File: src/rtl/i2s_tx_param.sv
// i2s_tx_param: I2S master generating MCLK/SCLK/LRCLK from clk and serialising stereo PCM.
// Define I2S_UNDERFLOW_HOLD_EN to repeat the last pair on underflow instead of sending silence.
module i2s_tx_param #(
   parameter int MCLK_DIV      = 10,
   parameter int MCLK_TO_LRCLK = 512,
   parameter int SAMPLE_BITS   = 16
) (
   input  logic                   clk,
   input  logic                   rst,
   input  logic [SAMPLE_BITS-1:0] sample_left,
   input  logic [SAMPLE_BITS-1:0] sample_right,
   input  logic                   sample_valid,
   output logic                   sample_ready,
   output logic                   mclk,
   output logic                   sclk,
   output logic                   lrclk,
   output logic                   sdata,
   output logic                   underflow
);

   localparam int FW        = 2 * SAMPLE_BITS;
   localparam int SCLK_DIV  = MCLK_TO_LRCLK / FW;
   localparam int HALF_M    = MCLK_DIV / 2;
   localparam int SCLK_HALF = MCLK_DIV * SCLK_DIV / 2;
   localparam int MW        = (HALF_M > 1) ? $clog2(HALF_M) : 1;
   localparam int PW        = (SCLK_HALF > 1) ? $clog2(SCLK_HALF) : 1;
   localparam int SW        = $clog2(FW);

   if (MCLK_DIV < 2 || (MCLK_DIV % 2) != 0) begin : g_chk_mclk_div
      $error("i2s_tx_param: MCLK_DIV must be even and >= 2");
   end
   if (SAMPLE_BITS < 8 || SAMPLE_BITS > 32) begin : g_chk_sample_bits
      $error("i2s_tx_param: SAMPLE_BITS must be in 8..32");
   end
   if ((MCLK_TO_LRCLK % FW) != 0 || SCLK_DIV < 1) begin : g_chk_sclk_div
      $error("i2s_tx_param: MCLK_TO_LRCLK must be a multiple of 2*SAMPLE_BITS");
   end
   // An odd SCLK_DIV would put every other sclk edge on an mclk falling edge.
   if ((SCLK_DIV % 2) != 0) begin : g_chk_sclk_align
      $error("i2s_tx_param: SCLK_DIV must be even to keep sclk edges on mclk rising edges");
   end

   logic [MW-1:0] mcnt;
   logic [PW-1:0] pcnt;
   logic [SW-1:0] slot;
   logic [FW-1:0] buffer;
   logic [FW-1:0] shreg;
   logic          sclk_tick;
   logic          fall;
   logic          frame_start;
   logic          accept;

   always_comb begin
      sclk_tick   = (pcnt == PW'(HALF_M - 1));
      fall        = sclk_tick && sclk;
      frame_start = fall && (slot == '0);
      accept      = sample_valid && sample_ready;
   end

   always_ff @(posedge clk or posedge rst) begin
      if (rst) begin
         mcnt <= '0;
         mclk <= 1'b0;
      end else if (mcnt == MW'(HALF_M - 1)) begin
         mcnt <= '0;
         mclk <= ~mclk;
      end else begin
         mcnt <= mcnt + 1'b1;
      end
   end

   // pcnt spans one sclk half-period; ticking at HALF_M-1 lands on mclk rising edges
   always_ff @(posedge clk or posedge rst) begin
      if (rst) begin
         pcnt <= '0;
         sclk <= 1'b0;
      end else begin
         pcnt <= (pcnt == PW'(SCLK_HALF - 1)) ? '0 : pcnt + 1'b1;
         if (sclk_tick) sclk <= ~sclk;
      end
   end

   // Rotating shifter: slot k emits original bit FW-k, slot 0 re-emits bit 0 of the prior frame
   always_ff @(posedge clk or posedge rst) begin
      if (rst) begin
         slot  <= '0;
         lrclk <= 1'b1;
         sdata <= 1'b0;
         shreg <= '0;
      end else if (fall) begin
         sdata <= shreg[FW-1];
         slot  <= (slot == SW'(FW - 1)) ? '0 : slot + 1'b1;
         if (slot == '0) lrclk <= 1'b0;
         else if (slot == SW'(SAMPLE_BITS)) lrclk <= 1'b1;
         if (frame_start && !sample_ready) shreg <= buffer;
`ifdef I2S_UNDERFLOW_HOLD_EN
         else shreg <= {shreg[FW-2:0], shreg[FW-1]};
`else
         else if (frame_start) shreg <= '0;
         else shreg <= {shreg[FW-2:0], shreg[FW-1]};
`endif
      end
   end

   always_ff @(posedge clk or posedge rst) begin
      if (rst) begin
         buffer       <= '0;
         sample_ready <= 1'b1;
         underflow    <= 1'b0;
      end else begin
         underflow <= frame_start && sample_ready;
         if (accept) begin
            buffer       <= {sample_left, sample_right};
            sample_ready <= 1'b0;
         end else if (frame_start) begin
            sample_ready <= 1'b1;
         end
      end
   end

endmodule

File: config.mk
export PLATFORM = sky130hd
export DESIGN_NAME = i2s_tx_param
export DESIGN_NICKNAME = d
export VERILOG_FILES = /design/src/rtl/i2s_tx_param.sv
export SDC_FILE = /design/constraint.sdc
export NUM_CORES = 1
export LEC_CHECK = 0
export ABC_AREA = 1
export BUFFER_PORTS_ARGS = -buffer_cell sky130_fd_sc_hd__buf_4
export CORE_MARGIN = 1.5
export CORE_UTILIZATION = 58
export DETAILED_ROUTE_END_ITERATION = 7
export PLACE_DENSITY_LB_ADDON = 0.05
export SYNTH_ARGS = -nofsm -noshare
export SYNTH_HDL_FRONTEND = slang
export SYNTH_SLANG_ARGS = --single-unit
File: constraint.sdc
create_clock -name clk -period 2.59 [get_ports clk]
set_input_delay 0.1295 -clock clk [delete_from_list [all_inputs] [get_ports clk]]
set_output_delay 0.1295 -clock clk [all_outputs]
set_load 0.05 [all_outputs]
==> results.cfg, run 1 <==
[placement]
dp_hpwl_um = 4290
gp_congestion = 0.790
dp_slack_ns = 0.659
io_buffers = 40
place_area_sq_um = 4110

[setup_path]
cp_max_fo = 33
worstPathArrival_ns = 2.26
reg2reg_slack_ns = 0.61
critical_path.cell_chain = inv_1, ha_1, nand3_1, nor2_2, inv_1, a21oi_1, a21oi_1
cp_top_family = buffers and inverters
critPathMaxStageDelay_ns = 0.73
path_class = reg -> reg
crit_required_ns = 2.86
cp-end-kind = flip-flop
critPathBufInv = 2
cp_slowest_cell = inv_1
start_kind = flip-flop

[layout]
syn_to_final_growth_pct = 21.9
drive_gt1_share_pct = 15.3
layout_commonest_cell = nand2_1
final_cell_mix = nand2_1, dfrtp_1, a21oi_1
num_antenna_cells = 0
nNetsFinal = 529
n_fill_cell = 481
final_area_sq_um = 4660

[synth]
syn_area_sq_um = 3820
yosysTopAreaCellShare_pct = 54.3
synth_area_leaders = dfrtp_1, nand2_1, a21oi_1
syn_nets = 464
avgSynthCellArea_sq_um = 9.06
syn_inst = 422
synth_flop_cell = dfrtp_1
yosysSeqAreaShare_pct = 55.7
synth_edf_count = 0
async_reset_ff_share_pct = 100
yosys_warnings = 0
ys_ff_latch = 85
yosysTopAreaCell = dfrtp_1
synth_cell_types = 31

[global_routing]
grt_usage_pct = 24.1
grt_max_degree = 52
antenna_found_initial = 0
overflow = 0
grt_first_pass_wirelength_um = 13700
grt_pass1_vias = 2990

[run_status]
status = finished, final reports clean

[drt]
drt.antenna.violating_nets = 0
vias = 3058
drc = 0
drt_first_pass_iters = 4
wl_um = 7730
avgViaCountPerCell = 5.38
drt_iter0_drc = 139
wl_per_cell_um = 13.6

[sta]
fin_tns_setup_ns = 0
relSlewSlack_pct = 31.7
layout_setup_ws_ns = 0.607
skew_ns = 0.00704
period_minus_slack_ns = 1.98
fmax_mhz = 504
final_max_slew_viol_count = 0
whs_ns = 0.295
hold_viol_final = 0
rsz0062_at_grt = no
finalSetupViolCount = 0
period_share_pct = 76.6
worstMarginPinSlew_ns = 1.02

[clock_network]
cts.path.max_buffers = 2
cts_setup_buffers = 0
root_buffer = clkbuf_8
htree_levels = 3
cts_sinks = 85
cts_buffers = 9
clkLatencyLatePin_ns = 0.36
clkTransAtPathRegs_ns = 0.08
cts_tree = yes

[power_and_ir_drop]
vdd_drop_max_mv = 0.495
leakagePower_nw = 2.33
power_density_nw_per_um2 = 643

[job]
max-cap-violations = 0

[hold_path]
hold_path.class = in -> reg

[floorplanning]
dieArea_sq_um = 7090
die_x_um = 84.2
core_sq_um = 6350
row_count = 29
die_y_um = 84.2
start_util_pct = 60.2
io_pins = 41
==> stage by stage <==
step	instances	power [mW]	util, %
2_1_floorplan	422	1.77	-
5_1_grt	568	3.13	73.4
3_3_place_gp	520	1.87	64.7
4_1_cts	568	3.02	73.4
3_5_place_dp	520	1.88	64.7
6_report	568	3.00	73.4
==> logic make-up after synthesis <==
family	Yosys count	share of synthesized area, %
flip-flops	85	55.7
adder cells (fa/ha/maj)	7	2.29
XOR/XNOR	3	0.687
AO/OA/AOI/OAI	76	10.1
AND/OR/NAND/NOR	205	24.3
buffers and inverters	46	6.97
==> cell type report <==
class	instances	area [sq um]	area share [%]
Sequential cell	85	2130	45.7
Inverter	21	80.1	1.72
Multi-Input combinational cell	291	1430	30.6
Timing Repair Buffer	79	701	15.0
Tap cell	77	96.3	2.07
Clock buffer	10	128	2.74
Clock inverter	5	100	2.15
==> cells in the mapped netlist, types with 2 or more instances <==
cell type	count
nand3_1	10
inv_1	17
ha_1	7
nand2_1	113
clkinv_1	2
o21ai_0	3
nor2_1	39
dfstp_2	2
inv_2	2
nor2_2	3
dfrtp_1	83
buf_2	6
a31oi_1	2
buf_8	3
nor2_4	2
xor2_1	2
buf_6	4
buf_4	4
a21oi_1	70
clkbuf_4	2
nand4_1	31
clkbuf_1	6
==> path summary, 6_finish.rpt <==
kind                            depth (start not counted)                       end                start
worst max-delay path                                    7     shreg[19]$_DFFE_PP0P_  slot[0]$_DFFE_PP0P_
worst min-delay path                                    5  sample_ready$_DFFE_PP1P_         sample_valid
worst max register to register                          7     shreg[19]$_DFFE_PP0P_  slot[0]$_DFFE_PP0P_
worst min register to register                          1         mcnt[0]$_DFF_PP0_    mcnt[0]$_DFF_PP0_
max in group asynchronous                               4         lrclk$_DFFE_PP1P_                  rst
min in group asynchronous                               3    buffer[27]$_DFFE_PP0P_                  rst
==> sequential cells by signal, indices dropped and copies added (netlist names) <==
name and flops:
slot 5, underflow 1, pcnt 7, buffer 32
sdata 1, mclk 1, mcnt 3, lrclk 1
shreg 32, sclk 1, sample_ready 1
==> routing by layer <==
metal | global-route usage, % | routed length [um] | up-vias
li1 | - | - | 1522
met1 | 32.6 | 3530 | 1454
met2 | 39.5 | 3790 | 70
met3 | 3.64 | 278 | 12
met4 | 9.39 | 131 | 0
met5 | 0 | 0 | -
==> worst register-to-register path, delay by kind of cell (launching register included) <==
family	cells	cell delay [ns]
simple gates	2	0.17
buf+inv	2	0.80
fa+ha+maj	1	0.19
flops	1	0.37
compound gates	2	0.37
==> power breakdown <==
group,internal (mW),total [mW],switching [mW]
clock network,0.633,1.10,0.468
registers,1.49,1.59,0.0957
logic,0.147,0.308,0.160
total,2.27,3.00,0.724
==> what timing repair did <==
item                                    in CTS  in global routing
hold buffers                                33                  0
endpoints found under the setup margin       0                  0
endpoints found under the hold margin       66                  0
resized for setup                            0                  0
(Power assumes the default switching activity.)
==> run 2, diff against run 1 <==
CORE_UTILIZATION = 52   (was 58)
clock period = 1.8 ns   (was 2.59 ns; I/O delays follow)
==> results.cfg, run 2 (synthesis results as in run 1) <==
[clock_network]
htree_levels = 3
cts_setup_buffers = 0
clkLatencyLatePin_ns = 0.35
cts-resized-gates = 0
clkTransAtPathRegs_ns = 0.08
cts_buffers = 9
cts_tree = yes
root_buffer = clkbuf_8
cts_sinks = 85
cts.path.max_buffers = 2

[floorplanning]
io_pins = 41
die_y_um = 88.8
start_util_pct = 53.3
row_count = 31
die_x_um = 88.8
dieArea_sq_um = 7880
core_sq_um = 7180

[sta]
relSlewSlack_pct = 72.7
period_minus_slack_ns = 1.61
fmax_mhz = 622
period_share_pct = 89.3
worstMarginPinSlew_ns = 0.408
skew_ns = 0.00605
whs_ns = 0.270
final_max_slew_viol_count = 0
hold_viol_final = 0
finalSetupViolCount = 0
rsz0062_at_grt = no
fin_tns_setup_ns = 0

[layout]
syn_to_final_growth_pct = 22.7
multi_input_area_sq_um = 1430
final_cell_mix = nand2_1, dfrtp_1, a21oi_1
nNetsFinal = 533
fin_cells = 594
ff_latch_area_sq_um = 2130
layout_commonest_cell = nand2_1
final_area_sq_um = 4690
num_antenna_cells = 0
drive_gt1_share_pct = 16.2
largestRegisters = buffer x32, shreg x32, pcnt x7
n_fill_cell = 635

[hold_path]
hold_path_depth = 5
hold_path.class = in -> reg
hold_start = sample_valid
min_to = buffer[30]$_DFFE_PP0P_

[global_routing]
grt_usage_pct = 21.4
grt_max_degree = 69
grt_pass1_vias = 2810
overflow = 0
grt_first_pass_wirelength_um = 12900
antenna_found_initial = 0

[power_and_ir_drop]
leakagePower_nw = 2.31
power.total_mw = 3.92
vdd_drop_max_mv = 0.577
power_density_nw_per_um2 = 835

[placement]
gp_congestion = 0.761
io_buffers = 40
dp_cells = 546
dp_hpwl_um = 4540
place_area_sq_um = 4190

[setup_path]
cp_max_fo = 18
ff2ff_path_depth = 9
start_kind = flip-flop
critical_path.cell_chain = inv_1, ha_1, nand3_1, nor2_2, inv_1, buf_4, nor2_2, inv_2, a21oi_1
cp_slowest_cell = dfrtp_1
path_class = reg -> reg
cp-end-kind = flip-flop
r2r_end = sample_ready$_DFFE_PP1P_
worstPathArrival_ns = 1.89
crit_required_ns = 2.08
r2r_start = slot[0]$_DFFE_PP0P_
reg2reg_slack_ns = 0.19
critPathMaxStageDelay_ns = 0.40

[drt]
drt.antenna.violating_nets = 0
avgViaCountPerCell = 5.13
wl_um = 7290
drt_first_pass_iters = 4
drc = 0
drt_iter0_drc = 174
vias = 3047
wl_per_cell_um = 12.3

[job]
max-cap-violations = 0

[run_status]
status = finished, final reports clean
-- run 2: cell types whose count changed in the layout (fill, tap and decap cells not counted), sizes merged --
cell      previous run  this run
clkinvlp             0         4
clkinv               5         3
bufinv               3         0
buf                 46        50
inv                 18        19
-- run 2: worst max-delay path: cells and delay by family (launching register included) --
family	cells	cell delay [ns]
AO/OA/AOI/OAI	1	0.12
buffers and inverters	4	0.43
AND/OR/NAND/NOR	3	0.44
flip-flops	1	0.40
adder cells (fa/ha/maj)	1	0.15
-- run 2: per-layer routing --
layer	wire length, um	GRT usage [%]
met2	3600	36.0
met1	3400	27.4
met4	76	4.69
met3	212	6.44
met5	0	0
-- run 2: repair_timing --
action | in CTS | in global routing
endpoints found under the setup margin | 0 | 0
hold buffers | 33 | 0
hold endpoints to repair | 49 | 0
-- run 2: worst max-delay path by stage --
stage | from | end | slack, ns | cells after the start
after detailed placement | pcnt[0]$_DFF_PP0_ | sample_ready$_DFFE_PP1P_ | 0.20 | 8
final | slot[0]$_DFFE_PP0P_ | sample_ready$_DFFE_PP1P_ | 0.19 | 9
after CTS | pcnt[0]$_DFF_PP0_ | sample_ready$_DFFE_PP1P_ | 0.19 | 8
after global routing | pcnt[0]$_DFF_PP0_ | sample_ready$_DFFE_PP1P_ | 0.03 | 8
after global placement | slot[0]$_DFFE_PP0P_ | sample_ready$_DFFE_PP1P_ | 0.24 | 9
after floorplan | sclk$_DFFE_PP0N_ | shreg[25]$_DFFE_PP0P_ | 0.29 | 5
-- run 2: area by class of cell --
type                    count  area share [%]
flip-flops and latches     85            45.4
inverters                  21            1.76
clock inverters             5           0.773
repair buffers             83            16.1
well taps                  99            2.64
clock buffers              10            2.93
multi-input cells         291            30.4
-- run 2: power by group --
| group | switching, mW | internal (mW) | total [mW] |
|---|---|---|---|
| registers | 0.131 | 2.15 | 2.28 |
| logic | 0.226 | 0.215 | 0.440 |
| clock network | 0.667 | 0.533 | 1.20 |
| total | 1.02 | 2.89 | 3.92 |
-- run 2: through the flow --
stage	setup slack [ns]	util, %
after floorplan	0.295	-
after global placement	0.236	58.4
after detailed placement	0.204	58.4
after CTS	0.190	65.4
after global routing	0.0325	65.4
final	0.192	65.4
